**config.mk**
```make
export PLATFORM = sky130hd
export DESIGN_NAME = poker_round_seq
export DESIGN_NICKNAME = d
export VERILOG_FILES = /design/src/rtl/poker_pkg.sv /design/src/rtl/seat_next_finder.sv /design/src/rtl/poker_round_seq.sv
export SDC_FILE = /design/constraint.sdc
export NUM_CORES = 1
export LEC_CHECK = 0
export ABC_AREA = 1
export CORE_UTILIZATION = 49
export CTS_CLUSTER_SIZE = 12
export DETAILED_ROUTE_END_ITERATION = 12
export GPL_TIMING_DRIVEN = 1
export HOLD_SLACK_MARGIN = 0.15
export PLACE_DENSITY = 0.77
export REMOVE_ABC_BUFFERS = 1
export SYNTH_ARGS = -nofsm -noshare
export SYNTH_HDL_FRONTEND = slang
export SYNTH_SLANG_ARGS = --single-unit
```
**constraint.sdc**
```tcl
create_clock -name clk -period 2 [get_ports clk]
set_clock_uncertainty 0.1 [all_clocks]
set_input_delay 0.4 -clock clk [delete_from_list [all_inputs] [get_ports clk]]
set_output_delay 0.4 -clock clk [all_outputs]
set_load 0.01 [all_outputs]
```
**src/rtl/poker_pkg.sv**
```systemverilog
`default_nettype none
// ---------------------------------------------------------------------------
// poker_pkg : shared constants and helpers for the poker round sequencer. rev 1.0
// ---------------------------------------------------------------------------
package poker_pkg;

   typedef enum logic [0:0] {
      PLAYING = 1'b0,
      CASHOUT = 1'b1
   } game_state_t;

   localparam int DEF_NUM_ROUNDS  = 5;
   localparam int DEF_NUM_PLAYERS = 2;

   // Round names for the classic five-round configuration.
   localparam int PREFLOP = 0;
   localparam int FLOP    = 1;
   localparam int TURN    = 2;
   localparam int RIVER   = 3;
   localparam int TALLY   = 4;

   function automatic logic [3:0] seat_popcount(input logic [7:0] flags);
      logic [3:0] n;
      n = '0;
      for (int i = 0; i < 8; i++) begin
         n = n + {3'b000, flags[i]};
      end
      return n;
   endfunction

endpackage
`default_nettype wire

```
**src/rtl/seat_next_finder.sv**
```systemverilog
`default_nettype none
// ---------------------------------------------------------------------------
// seat_next_finder : first unfolded seat after from_seat (wrapping). rev 1.0
// ---------------------------------------------------------------------------
module seat_next_finder
   import poker_pkg::*;
#(
   parameter int NUM_PLAYERS = DEF_NUM_PLAYERS,
   parameter int PLAYER_W    = $clog2(NUM_PLAYERS)
) (
   input  logic [PLAYER_W-1:0]    from_seat,
   input  logic [NUM_PLAYERS-1:0] folded,
   output logic [PLAYER_W-1:0]    next_seat
);

   logic [PLAYER_W-1:0] cand;
   logic                found;

   // Nearest seat clockwise wins; falls back to from_seat if all others folded.
   always_comb begin
      next_seat = from_seat;
      cand      = '0;
      found     = 1'b0;
      for (int k = 1; k < NUM_PLAYERS; k++) begin
         cand = PLAYER_W'((int'(from_seat) + k) % NUM_PLAYERS);
         if (!found && !folded[cand]) begin
            next_seat = cand;
            found     = 1'b1;
         end
      end
   end

endmodule
`default_nettype wire

```
**src/rtl/poker_round_seq.sv**
```systemverilog
`default_nettype none
// ---------------------------------------------------------------------------
// poker_round_seq : betting-round, seat-turn, dealer and hand sequencer. rev 1.0
// ---------------------------------------------------------------------------
module poker_round_seq
   import poker_pkg::*;
#(
   parameter int NUM_ROUNDS  = DEF_NUM_ROUNDS,
   parameter int NUM_PLAYERS = DEF_NUM_PLAYERS,
   parameter int HAND_W      = 8,
   parameter int ROUND_W     = $clog2(NUM_ROUNDS),
   parameter int PLAYER_W    = $clog2(NUM_PLAYERS)
) (
   input  logic                   clk,
   input  logic                   reset_n,
   input  logic                   advance_p,
   input  logic                   fold_p,
   input  logic                   cashout_sw,
   output logic                   game_state,
   output logic [ROUND_W-1:0]     round_idx,
   output logic [PLAYER_W-1:0]    actor,
   output logic [PLAYER_W-1:0]    dealer,
   output logic [NUM_PLAYERS-1:0] folded,
   output logic [HAND_W-1:0]      hand_count,
   output logic                   hand_done_p
);

   localparam int                  ACT_W      = $clog2(NUM_PLAYERS + 1);
   localparam logic [ROUND_W-1:0]  LAST_ROUND = ROUND_W'(NUM_ROUNDS - 1);
   localparam logic [PLAYER_W-1:0] LAST_SEAT  = PLAYER_W'(NUM_PLAYERS - 1);
   localparam logic [ACT_W-1:0]    ALL_SEATS  = ACT_W'(NUM_PLAYERS);

   game_state_t            state_q, state_d;
   logic [ACT_W-1:0]       acts_left, acts_d;
   logic [ROUND_W-1:0]     round_d;
   logic [PLAYER_W-1:0]    actor_d, dealer_d;
   logic [NUM_PLAYERS-1:0] folded_d;
   logic [HAND_W-1:0]      hand_d;
   logic                   done_d;

   logic [NUM_PLAYERS-1:0] fold_mask, mask_after;
   logic [ACT_W-1:0]       live_after;
   logic [PLAYER_W-1:0]    actor_next, dealer_next;
   logic [PLAYER_W-1:0]    dealer_inc, first_actor;

   // Seat picture as it will be once this cycle's fold (if any) lands.
   always_comb begin
      fold_mask         = '0;
      fold_mask[actor]  = 1'b1;
      mask_after        = fold_p ? (folded | fold_mask) : folded;
      live_after        = ALL_SEATS - ACT_W'(seat_popcount(8'(mask_after)));
      dealer_inc        = (dealer == LAST_SEAT) ? '0 : dealer + 1'b1;
      first_actor       = (dealer_inc == LAST_SEAT) ? '0 : dealer_inc + 1'b1;
   end

   seat_next_finder #(
      .NUM_PLAYERS (NUM_PLAYERS),
      .PLAYER_W    (PLAYER_W)
   ) u_next_from_actor (
      .from_seat (actor),
      .folded    (mask_after),
      .next_seat (actor_next)
   );

   seat_next_finder #(
      .NUM_PLAYERS (NUM_PLAYERS),
      .PLAYER_W    (PLAYER_W)
   ) u_next_from_dealer (
      .from_seat (dealer),
      .folded    (mask_after),
      .next_seat (dealer_next)
   );

   always_comb begin
      state_d  = state_q;
      round_d  = round_idx;
      actor_d  = actor;
      dealer_d = dealer;
      folded_d = folded;
      hand_d   = hand_count;
      acts_d   = acts_left;
      done_d   = 1'b0;
      case (state_q)
         PLAYING: begin
            if (round_idx == LAST_ROUND) begin
               // Cashout is only ever honoured here, on the tally acknowledge.
               if (advance_p) begin
                  hand_d   = hand_count + 1'b1;
                  done_d   = 1'b1;
                  folded_d = '0;
                  dealer_d = dealer_inc;
                  acts_d   = ALL_SEATS;
                  round_d  = '0;
                  actor_d  = first_actor;
                  if (cashout_sw) begin
                     state_d = CASHOUT;
                  end
               end
            end else if (fold_p || advance_p) begin
               folded_d = mask_after;
               acts_d   = acts_left - 1'b1;
               if (fold_p && (live_after == ACT_W'(1))) begin
                  round_d = LAST_ROUND;
                  actor_d = actor_next;
               end else if (acts_d == '0) begin
                  round_d = round_idx + 1'b1;
                  acts_d  = live_after;
                  actor_d = dealer_next;
               end else begin
                  actor_d = actor_next;
               end
            end
         end
         CASHOUT: begin
            if (!cashout_sw) begin
               state_d = PLAYING;
            end
         end
         default: state_d = PLAYING;
      endcase
   end

   always_ff @(posedge clk) begin
      if (!reset_n) begin
         state_q     <= PLAYING;
         round_idx   <= '0;
         actor       <= PLAYER_W'(1);
         dealer      <= '0;
         folded      <= '0;
         hand_count  <= '0;
         hand_done_p <= 1'b0;
         acts_left   <= ALL_SEATS;
      end else begin
         state_q     <= state_d;
         round_idx   <= round_d;
         actor       <= actor_d;
         dealer      <= dealer_d;
         folded      <= folded_d;
         hand_count  <= hand_d;
         hand_done_p <= done_d;
         acts_left   <= acts_d;
      end
   end

   assign game_state = state_q;

endmodule
`default_nettype wire

```
Word level (Yosys, flattened, before mapping)
Cells that the tools add are included.
{"block": "totals", "ram_bits": 0, "inputBits": 5, "elab_cells": 72, "ff_bits": 19, "rom_bits": 0, "n_memories": 0, "out_inout_bits": 17, "latchBits": 0}
{"block": "classes", "reduce_logical": 10, "mul": 0, "n_mux": 34, "eq_ne": 3, "addsub": 9, "n_bitwise": 4, "magnitude_cmp": 4, "div": 0, "n_shift": 0}
{"op": "two-way mux 1 bit", "count": 18}
{"op": "two-way mux 2 bit", "count": 9}
{"op": "two-way mux 3 bit", "count": 5}
{"op": "adder 8 x 1 -> 8 bit, second input constant", "count": 1}
{"op": "less-than comparator 1 x 2 -> 1 bit, second input constant", "count": 3}
{"op": "AND reduction 3 bit", "count": 2}
{"op": "adder 1 bit, second input constant", "count": 4}
{"op": "AND reduction 4 bit", "count": 1}
{"op": "adder 3 x 1 -> 3 bit, second input constant", "count": 1}
{"op": "== test 3 bit, second input constant", "count": 1}
{"op": "inverter 1 bit", "count": 3}
{"op": "nonzero test 3 bit", "count": 1}
{"op": "OR reduction 3 bit", "count": 1}
{"op": "adder 1 x 1 -> 2 bit", "count": 1}
{"op": "== test 2 x 1 -> 1 bit, second input constant", "count": 1}
{"op": "logical AND 1 bit", "count": 2}
{"op": "zero test 2 bit", "count": 1}
{"op": "!= test 2 bit, second input constant", "count": 1}
{"op": "OR 2 bit", "count": 1}
{"op": "one-hot mux 1 bit (2 select lines)", "count": 1}
{"op": "nonzero test 2 bit", "count": 1}
{"op": "subtractor 2 x 1 -> 2 bit, second input constant", "count": 1}
{"op": "subtractor 2 bit, first input constant", "count": 1}
{"op": "demux 1 bit (select 1 bit)", "count": 1}
{"op": "other kinds (2)", "count": 2}

Longest topological paths before layout
{"block": "depth", "ltp_word": 13, "depth_mapped": 12, "ltp_nobuf": 12}

Hierarchy
From an unflattened synthesis, not the netlist that was laid out.
{"block": "unflattened", "hier_cells": 152, "hier_area_um2": 1088.5}
{"module": "poker_round_seq", "area_per_inst_um2": 1071.0, "seq_area_each_um2": 380.4, "cells_per_inst": 148, "instances": 1}
{"module": "seat_next_finder", "area_per_inst_um2": 8.8, "seq_area_each_um2": 0.0, "cells_per_inst": 2, "instances": 2}

Worst setup path after synthesis
No wires, ideal clock.
{"block": "synth_path", "kind": "reg2reg", "start": "register actor", "end": "register round_idx[2]", "path_buffers": 0, "required_ns": 1.830, "synth_period_minus_slack_ns": 1.672, "setup_time_ns": 0.070, "arrival_time_ns": 1.502, "stages_incl_launch_ff": 12, "setup_slack_ns": 0.328, "cell_sequence": "dfxtp_1 nand2_1 nand2_1 inv_1 ha_1 nand2_1 nand2_1 nor2_2 inv_1 nand2_1 nand2_1 a21oi_1"}
{"block": "synth_between", "elab_chain_len": 13, "elab_cells_between_ends": 16, "cone_classes": "2 x add/sub; 2 x order compare; 1 x eq/ne; 6 x mux; 1 x bitwise; 4 x reduce/logical"}
{"item": "from (decl)", "line_no": "poker_round_seq.sv:21", "text": "output logic [PLAYER_W-1:0] actor,"}
{"item": "from (signal assigned)", "line_no": "poker_round_seq.sv:136", "text": "actor <= actor_d;"}
{"item": "less-than comparator 1 x 2 -> 1 bit (not written as such) / greater-or-equal comparator 1 bit (equally long branches)", "line_no": "poker_round_seq.sv:49", "text": "fold_mask[actor] = 1'b1;"}
{"item": "logical AND 1 bit (not written as such)", "line_no": "poker_round_seq.sv:49"}
{"item": "two-way mux 1 bit (not written as such)", "line_no": "poker_round_seq.sv:49"}
{"item": "demux 1 bit (select 1 bit) *", "line_no": "poker_round_seq.sv:49"}
{"item": "OR 2 bit *", "line_no": "poker_round_seq.sv:50", "text": "mask_after = fold_p ? (folded | fold_mask) : folded;"}
{"item": "two-way mux 2 bit *", "line_no": "poker_round_seq.sv:50"}
{"item": "adder 1 x 1 -> 2 bit *", "line_no": "poker_pkg.sv:26", "text": "n = n + {3'b000, flags[i]};"}
{"item": "subtractor 2 bit *", "line_no": "poker_round_seq.sv:51", "text": "live_after = ALL_SEATS - ACT_W'(seat_popcount(8'(mask_after)));"}
{"item": "== test 2 x 1 -> 1 bit *", "line_no": "poker_round_seq.sv:102", "text": "if (fold_p && (live_after == ACT_W'(1))) begin"}
{"item": "logical AND 1 bit *", "line_no": "poker_round_seq.sv:102"}
{"item": "two-way mux 3 bit", "line_no": "poker_round_seq.sv:102"}
{"item": "two-way mux 3 bit", "line_no": "poker_round_seq.sv:99", "text": "end else if (fold_p || advance_p) begin"}
{"item": "two-way mux 3 bit", "line_no": "poker_round_seq.sv:85", "text": "if (round_idx == LAST_ROUND) begin"}
{"item": "to (signal assigned)", "line_no": "poker_round_seq.sv:135", "text": "round_idx <= round_d;"}
{"item": "to (decl)", "line_no": "poker_round_seq.sv:20", "text": "output logic [ROUND_W-1:0] round_idx,"}
Every way passes the cells marked *; elsewhere a longest branch is shown, timed or not. The select of a mux whose other input is x is not followed.
A chain may end at the register's enable or synchronous reset.

Worst setup path after layout
{"block": "layout_path", "start": "register round_idx[2]", "end": "output round_idx[2]"}
No word-level cell between the ends.

==> results.tsv <==
stage	metric	value	unit
floorplanning	Core Region	0.00196	sq mm
outcome	status	finished clean	
final_layout	synthesis-to-layout area growth	30.8	%
setup_path	Worst setup EP type	primary output	
timing	Pins Over Slew Limit	0	
final_layout	share of layout cells above drive strength 1	10.8	%
synthesis	top cell type's share of synthesized area	36.8	%
routing	DRT antenna net count	0	
grt	initial antenna violation count	0	
clock_network	post-cts sizing count	0	
setup_path	Register-to-Register Path Depth	11	
place	GP Congestion	0.848	
clock_network	CTS root buf	clkbuf_4	
floorplanning	Initial Util	52.6	%
clock_network	TritonCTS Buffers	3	
floorplanning	DIE HEIGHT	47.9	um
timing	Tmin final	1.83	ns
pwr	Clock Power Share	16.6	%
timing	setup violators final	0	
synthesis	count leader, synth	nand2_1	
min_path	Worst Min Path Start	folded[1]	
timing	unrepaired setup endpoints after global routing	no	
grt	GRT busiest layer	met2	
grt	vias in the first global route	870	
floorplanning	die width	47.9	um
synthesis	Yosys cell types	19	
place	IO Port Bufs	21	
routing	# DRC	0	
routing	DRT iter0 DRCs	25	
setup_path	Crit Reg-Reg Endpoint	round_idx[2]	
synthesis	Mapped Area	0.00103	sq mm
pwr	Cell Int Power	0.704	mW
setup_path	setup slack, reg-to-reg	0.28	ns
setup_path	Slowest-stage cell, CP	clkdlybuf4s50_1	
routing	Via density	4.90	
pwr	sequential power share	43.2	%
pwr	peak supply drop	0.490	mV
clock_network	CTS max path bufs	2	
timing	setup ws final	0.171	ns
synthesis	synth cell count leaders	45 x nand2_1, 23 x inv_1, 19 x dfxtp_1, 18 x nor2_1, 16 x a21oi_1	
place	Final HPWL DP	1730	um
clock_network	clock slew at reported path FFs	0.10	ns
routing	Vias	1044	
timing	final hold vios	0	
timing	Hold Slack	0.389	ns
synthesis	Post-Syn Instances	157	
grt	total global routing overflow	0	
setup_path	worst-path maximum fanout	5	
place	pre-CTS setup slack	-0.227	ns
setup_path	Arr. time, crit path	1.33	ns
routing	total wire length	2150	um
grt	met1 GRT Util	26.8	%
clock_network	Max H-tree Level	1	
synthesis	sequential share of the synthesized area	36.8	%
synthesis	Async SR Flop Fraction	0	%
setup_path	slowest stage delay, CP	0.59	ns
synthesis	Ys Warns	0	
timing	Final period util	91.5	%
synthesis	syn_area_per_cell	6.57	sq um
synthesis	Yosys reg bits	19	
synthesis	cell accounting for the most synthesized area	dfxtp_1	
min_path	WHS Endpoint	folded[1]	
timing	Worst Tran Pin Value	0.271	ns
pwr	Comb pwr share	40.2	%
grt	GRT Overall Usage	20.8	%
timing	Max-slew headroom	81.9	%
grt	pin count of the biggest net entering global routing	12	
floorplanning	num ports	22	
clock_network	CTS tree	built	
setup_path	CP delay by family, top	buffers and inverters	
timing	fmax	547	MHz
setup_path	WP data required	1.50	ns
clock_network	Clock Sinks	19	
grt	GR Util met2	35.1	%
final_layout	fin nets	197	
setup_path	crit-path cells	clkdlybuf4s50_1	
floorplanning	Rows	16	
setup_path	WP buf/inv	1	
clock_network	clk_lat worst skew	0.28	ns
min_path	class of the worst hold path	reg2reg	
setup_path	startpoint types	register	
clock_network	post-CTS setup repair buffer count	0	
synthesis	Synth area leaders	dfxtp_1 37%, nand2_1 16%, inv_1 8.4%, a21oi_1 7.8%, nor2_1 6.5%	
routing	Pre-Repair DR Iteration Count	4	
pwr	power per cell area	803	mW/mm^2
pwr	Pleak	0.616	nW
min_path	Hold Path Stages	2	
final_layout	# diodes	0	
pwr	Sw Share	35.0	%
pwr	switching power	0.379	mW
run	max cap viols	0	
clock_network	cts hold-fix bufs	0	
synthesis	number of flops mapped to enable cells by yosys	0	
grt	met3 Use GR	3.77	%
routing	wire per inst	10.1	um
synthesis	prevailing post-synth register cell	dfxtp_1	
setup_path	CP Class	reg2out	
grt	first-pass GRT wire length	3460	um
setup_path	reg2reg start	actor	
floorplanning	DIE AREA	0.00229	sq mm
==> routing by layer <==
layer	wire [um]	part of all wire (%)
met5	0	0
met4	9	0.42
met3	106	4.9
met2	1060	49
met1	976	45
==> kinds of logic after synthesis <==
logic type                 share of synthesized area, %
and+or+nand+nor                                    33.5
AOI/OAI and AO/OA                                  13.5
buffers and inverters                              10.2
DFF                                                36.8
adders and majority gates                          6.06
==> sequential cells by signal (all words and copies together), names as in the netlist <==
| name | count |
|---|---|
| round_idx | 3 |
| dealer | 1 |
| acts_left | 2 |
| game_state | 1 |
| actor | 1 |
| hand_count | 8 |
| folded | 2 |
| hand_done_p | 1 |
==> layout by cell type (no fill, tap or decap), drive strengths merged <==
master and n:
dfxtp 19, inv 24, nand2 49, clkbuf 4
nand3b 1, nand3 7, nand4 2, nor2 21
ha 5, buf 6, dlymetal6s2s 1, clkdlybuf4s50 20
o21ai 10, a21oi 17
==> through the flow <==
stage | std cells | TNS (ns) | instance area (sq um) | util [%] | power, mW
6_report | 213 | 0 | 1350 | 68.8 | 1.08
5_1_grt | 213 | 0 | 1350 | 68.8 | 1.18
4_1_cts | 213 | 0 | 1330 | 67.9 | 1.07
3_5_place_dp | 209 | -1.06 | 1310 | 66.6 | 0.892
3_3_place_gp | 209 | -0.777 | 1310 | 66.6 | 0.877
2_1_floorplan | 155 | 0 | 1020 | - | 0.729
==> power by group through the flow <==
stage                     logic (mW)  registers (mW)  clock network, mW
after global placement         0.405           0.472                  0
after global routing           0.492           0.476              0.210
after detailed placement       0.416           0.476                  0
after CTS                      0.418           0.468              0.189
final                          0.436           0.468              0.180
after floorplan                0.248           0.481                  0
==> worst max-delay path by stage <==
stage	start	to	cells after the start
finish	round_idx[2]	round_idx[2]	1
global route	actor	round_idx[2]	12
CTS	fold_p	round_idx[1]	12
detailed placement	fold_p	round_idx[2]	12
global placement	fold_p	round_idx[2]	12
floorplan	actor	round_idx[2]	11
==> area by class of cell <==
type	instances	area, sq um
fillers	192	612
multi-input cells	112	562
flip-flops and latches	19	380
repair buffers	27	258
inverters	24	90.1
well taps	27	33.8
clock buffers	4	26.3
Note: power is estimated with default switching activity, not from simulation.
==> variant 1: new RTL, same settings <==
Set the package constant `DEF_NUM_ROUNDS` to 4 (it was 5).
--- a/src/rtl/poker_pkg.sv
+++ b/src/rtl/poker_pkg.sv
@@ -11,3 +11,3 @@
 
-   localparam int DEF_NUM_ROUNDS  = 5;
+   localparam int DEF_NUM_ROUNDS  = 4;
    localparam int DEF_NUM_PLAYERS = 2;
Interface: changed (resized round_idx); port bits go from 22 to 21. The function was not compared with the original's and may differ.
==> variant 1 against the unedited design <==
  * Sequential cell count fell by 1
  * Worst setup slack lost 0.018 ns
  * Synthesized area down 8.7%
  * Wire length decreased by 7.0%
  * Via count decreased by 11%
  * Non-clock buffer count fell by 1
  * Final area down 8.3%
  * Worst hold slack improved by 0.016 ns
  * Critical endpoint is now hand_count[3]
  * Largest cell class unchanged
Power is not compared: it rests on default switching activity, and its combinational part moved more than twofold at a synthesized area within 25%.
==> variant 1: results (changes against the unedited design) <==
[worst_setup_path]
worstSetupStartpoint = hand_count[3]$_SDFFE_PN0P_
r2r_slack_ns = 0.33  ; +0.05 ns
arrival_ns = 1.35  ; +0.02 ns
ff2ff_path_depth = 8  ; -3
crit_path_end = hand_count[3]

[sta]
finalHoldWorstSlack_ns = 0.406  ; +0.0163 ns
fin_ws_ns = 0.153  ; -0.0178 ns

[final_layout]
multi_input_cells = 97  ; -13%
clock_cell_area_share = 0.0182  ; -0.00126
area_share_nonclk_buffers = 0.200  ; +0.00928
nNonClkBuffers = 26  ; -3.7%
seq_area_um2 = 360  ; -5.3%
drive_above_1_share = 0.114  ; +0.00625
inv_count = 23  ; -4.2%

[routing]
wl_mm = 2.00  ; -7.0%
first_iter_violations = 12  ; -52%
dr_total_vias = 930  ; -11%

[outcome]
status = complete, no violations

[placed_design]
dpl.cell_count = 189  ; -9.6%
gp_congestion = 0.919  ; +8.4%
buffer_ports.inserted = 20  ; -4.8%

[global_routing]
grt_pass1_vias = 767  ; -12%
gr-usage-all-layers = 0.204  ; -0.00331
grt_max_degree = 10  ; -2

[logic_synthesis]
ys_types = 22  ; +3

[min_path]
min_to = round_idx[1]$_SDFFE_PN0P_

variant 1: changes by cell type in the layout (fill, tap and decap cells not counted), moves of 2 or more:
cell      before  now
o211ai_1       0    2
nand4_1        2    0
nand3_1        7    9
nand2_1       44   34
a21oi_1       16   10
variant 1: worst reg2reg max path, delay by kind of cell (launching register included):
| family | cells | cell delay, ns |
|---|---|---|
| AOI/OAI and AO/OA | 3 | 0.51 |
| DFF | 1 | 0.37 |
| adders and majority gates | 1 | 0.30 |
| and+or+nand+nor | 3 | 0.23 |
| buffers and inverters | 1 | 0.06 |
variant 1: metal layers:
layer | track usage | vias to the layer above | part of all wire
li1 | - | 494 | -
met1 | 0.277 | 409 | 0.47
met2 | 0.315 | 23 | 0.47
met3 | 0.0357 | 4 | 0.047
met4 | 0.0882 | 0 | 0.013
met5 | 0 | - | 0
variant 1: per-stage QoR:
stage               TNS, ns  utilization  total power, mW  cell area (um2)
floorplan                 0            -            0.513              931
global placement     -0.874        0.684            0.589             1210
detailed placement    -1.20        0.684            0.594             1210
CTS                       0        0.697            0.768             1230
global route              0        0.701            0.812             1240
finish                    0        0.701            0.772             1240
variant 1: power by group:
| part | leakage [nW] | switching (mW) | total, mW | internal [mW] |
|---|---|---|---|---|
| clock network | 0.0138 | 0.111 | 0.181 | 0.0700 |
| logic | 0.377 | 0.0951 | 0.191 | 0.0955 |
| registers | 0.147 | 0.0203 | 0.401 | 0.380 |
| total | 0.537 | 0.226 | 0.772 | 0.546 |
variant 1: kinds of logic after synthesis:
| family | Yosys count | synth area share |
|---|---|---|
| AOI/OAI and AO/OA | 22 | 0.127 |
| adders and majority gates | 4 | 0.0531 |
| buffers and inverters | 25 | 0.104 |
| DFF | 18 | 0.382 |
| and+or+nand+nor | 71 | 0.333 |
==> variant 2: new RTL, config.mk and constraints unchanged <==
Made on the original files. Register the inputs `advance_p`, `fold_p` and `cashout_sw` before use, without a reset. The logic sees them one clock later.
--- a/src/rtl/poker_round_seq.sv
+++ b/src/rtl/poker_round_seq.sv
@@ -32,2 +32,12 @@
 
+   logic advance_p_q;
+   logic fold_p_q;
+   logic cashout_sw_q;
+
+   always_ff @(posedge clk) begin
+      advance_p_q  <= advance_p;
+      fold_p_q     <= fold_p;
+      cashout_sw_q <= cashout_sw;
+   end
+
    game_state_t            state_q, state_d;
@@ -49,3 +59,3 @@
       fold_mask[actor]  = 1'b1;
-      mask_after        = fold_p ? (folded | fold_mask) : folded;
+      mask_after        = fold_p_q ? (folded | fold_mask) : folded;
       live_after        = ALL_SEATS - ACT_W'(seat_popcount(8'(mask_after)));
@@ -86,3 +96,3 @@
                // Cashout is only ever honoured here, on the tally acknowledge.
-               if (advance_p) begin
+               if (advance_p_q) begin
                   hand_d   = hand_count + 1'b1;
@@ -94,3 +104,3 @@
                   actor_d  = first_actor;
-                  if (cashout_sw) begin
+                  if (cashout_sw_q) begin
                      state_d = CASHOUT;
@@ -98,6 +108,6 @@
                end
-            end else if (fold_p || advance_p) begin
+            end else if (fold_p_q || advance_p_q) begin
                folded_d = mask_after;
                acts_d   = acts_left - 1'b1;
-               if (fold_p && (live_after == ACT_W'(1))) begin
+               if (fold_p_q && (live_after == ACT_W'(1))) begin
                   round_d = LAST_ROUND;
@@ -114,3 +124,3 @@
          CASHOUT: begin
-            if (!cashout_sw) begin
+            if (!cashout_sw_q) begin
                state_d = PLAYING;
Behaviour: not the same (Yosys sat finds a counterexample within 4 cycles, from zero or initial values and one cycle with reset_n low).
==> variant 2 against the unedited design <==
  * Power up 3.7%
  * Worst setup slack worse by 0.017 ns
  * Largest power group unchanged
  * Final area up 6.0%
  * Sequential cell count up 3
  * Wire length up 5.5%
  * First-iteration DRC count down 48%
  * Synthesized area up 10%
  * Die area up 9.9%
==> variant 2: results (changes against the unedited design) <==
[placed_design]
gp_congestion = 0.895  ; +5.5%
buffer_ports.inserted = 21  ; unchanged
placed_cell_area_um2 = 1400  ; +6.8%
place_ws_ns = 0.258  ; +0.484 ns
dp.final_hpwl_mm = 1.74  ; +0.42%
dpl.cell_count = 215  ; +2.9%

[power]
p_total_mw = 1.12  ; +3.7%
power_leakage_nw = 0.648  ; +5.2%
vdd_drop_max_mv = 0.455  ; -7.1%

[logic_synthesis]
syn_avg_cell_area_um2 = 6.90  ; +5.0%
netlist_top_cells_count = nand2_1 (49), inv_1 (24), dfxtp_1 (22)
async_flop_share = 0  ; unchanged
yosysWarnings = 0  ; unchanged
synthTopCellsByArea = dfxtp_1 (39%), nand2_1 (16%), inv_1 (7.9%)
ys_seq_area_frac = 0.387  ; +0.0183
ys_types = 21  ; +2

[clock_network]
numCtsBuffers = 3  ; unchanged
max-clock-path-buffers = 2  ; unchanged
cts_max_level = 1  ; unchanged
clkSlewWorstSetupHoldPaths_ns = 0.12  ; +0.02 ns
worst_skew_pair.late_latency_ns = 0.30  ; +0.02 ns
postCtsSetupBuffers = 0  ; unchanged
cts-root-buf = clkbuf_4
cts_resized = 0  ; unchanged

[routing]
wl_mm = 2.27  ; +5.5%
first_iter_violations = 13  ; -48%
via_per_inst = 4.89  ; -0.22%
drtPass1Iterations = 4  ; unchanged
wl_per_cell_um = 10.4  ; +2.6%

[global_routing]
gr-usage-all-layers = 0.209  ; +0.00115
grt_pass1_vias = 1006  ; +16%
grt_pass1_wl_mm = 4.04  ; +17%
antenna_found_initial = 0  ; unchanged
grt_max_degree = 13  ; +1

[worst_setup_path]
critPathTopFamily = buffers and inverters
worstSetupStartpoint = round_idx[2]$_SDFFE_PN0P_
timing.rr.start = actor$_SDFFE_PN1P_
critPathSlowestCell = clkdlybuf4s50_1
critPathMaxStageDelay_ns = 0.58
critical_path.max_fanout = 5  ; unchanged
arrival_ns = 1.35  ; +0.02 ns

[outcome]
status = complete, no violations

[min_path]
hold_class = reg2reg
hp-start = cashout_sw_q$_DFF_P_

[final_layout]
fill_cells = 204  ; +6.3%
diodes = 0  ; unchanged
drive_above_1_share = 0.0785  ; -0.0290
reg_top3 = hand_count x8, round_idx x3
nets = 202  ; +2.5%

[sta]
setup_viol = 0  ; unchanged
max_slew_margin = 0.832  ; +0.0132

==> variant 2: changes by cell type in the layout (fill, tap and decap cells not counted), moves of 2 or more <==
cell | before | now
nand2_1 | 44 | 49
buf_4 | 6 | 2
dfxtp_1 | 19 | 22
nand2_2 | 4 | 1
nand3_1 | 7 | 9
nor2_2 | 2 | 0
o21ai_1 | 3 | 1
==> variant 2: where the power goes <==
part | total, mW | leakage [nW] | switching, mW | internal [mW]
Clock | 0.243 | 0.0210 | 0.132 | 0.111
Sequential | 0.520 | 0.180 | 0.0398 | 0.481
Combinational | 0.361 | 0.447 | 0.206 | 0.155
Total | 1.12 | 0.648 | 0.378 | 0.746
==> variant 2: cells by family after synthesis <==
family                   synth area share
AND/OR/NAND/NOR                     0.337
XOR/XNOR                          0.00769
adder cells (fa/ha/maj)            0.0549
flip-flops                          0.387
buffers and inverters              0.0967
AO/OA/AOI/OAI                       0.116
==> variant 2: worst paths after layout <==
kind / slack [ns] / end / cells after the start
setup / recovery: 0.15 / round_idx[2] / 1
hold / removal: 0.34 / game_state$_SDFF_PN0_ / 2
setup reg to reg: 0.23 / actor$_SDFFE_PN1P_ / 9
hold reg to reg: 0.34 / game_state$_SDFF_PN0_ / 2
==> variant 2: layer usage <==
layer,wire length (um),up-vias,part of all wire,global-route usage
li1,-,566,-,-
met3,49,2,0.022,0.0303
met1,1030,492,0.46,0.255
met2,1170,11,0.52,0.362
met4,13,0,0.0057,0.0857
met5,0,-,0,0
==> variant 2: final cells by class <==
type / instances / area, um2 / area share
Clock buffer: 4 / 36.3 / 0.0253
Sequential cell: 22 / 440 / 0.308
Tap cell: 28 / 35.0 / 0.0245
Inverter: 27 / 106 / 0.0743
Multi-Input combinational cell: 115 / 588 / 0.411
Timing Repair Buffer: 23 / 225 / 0.157
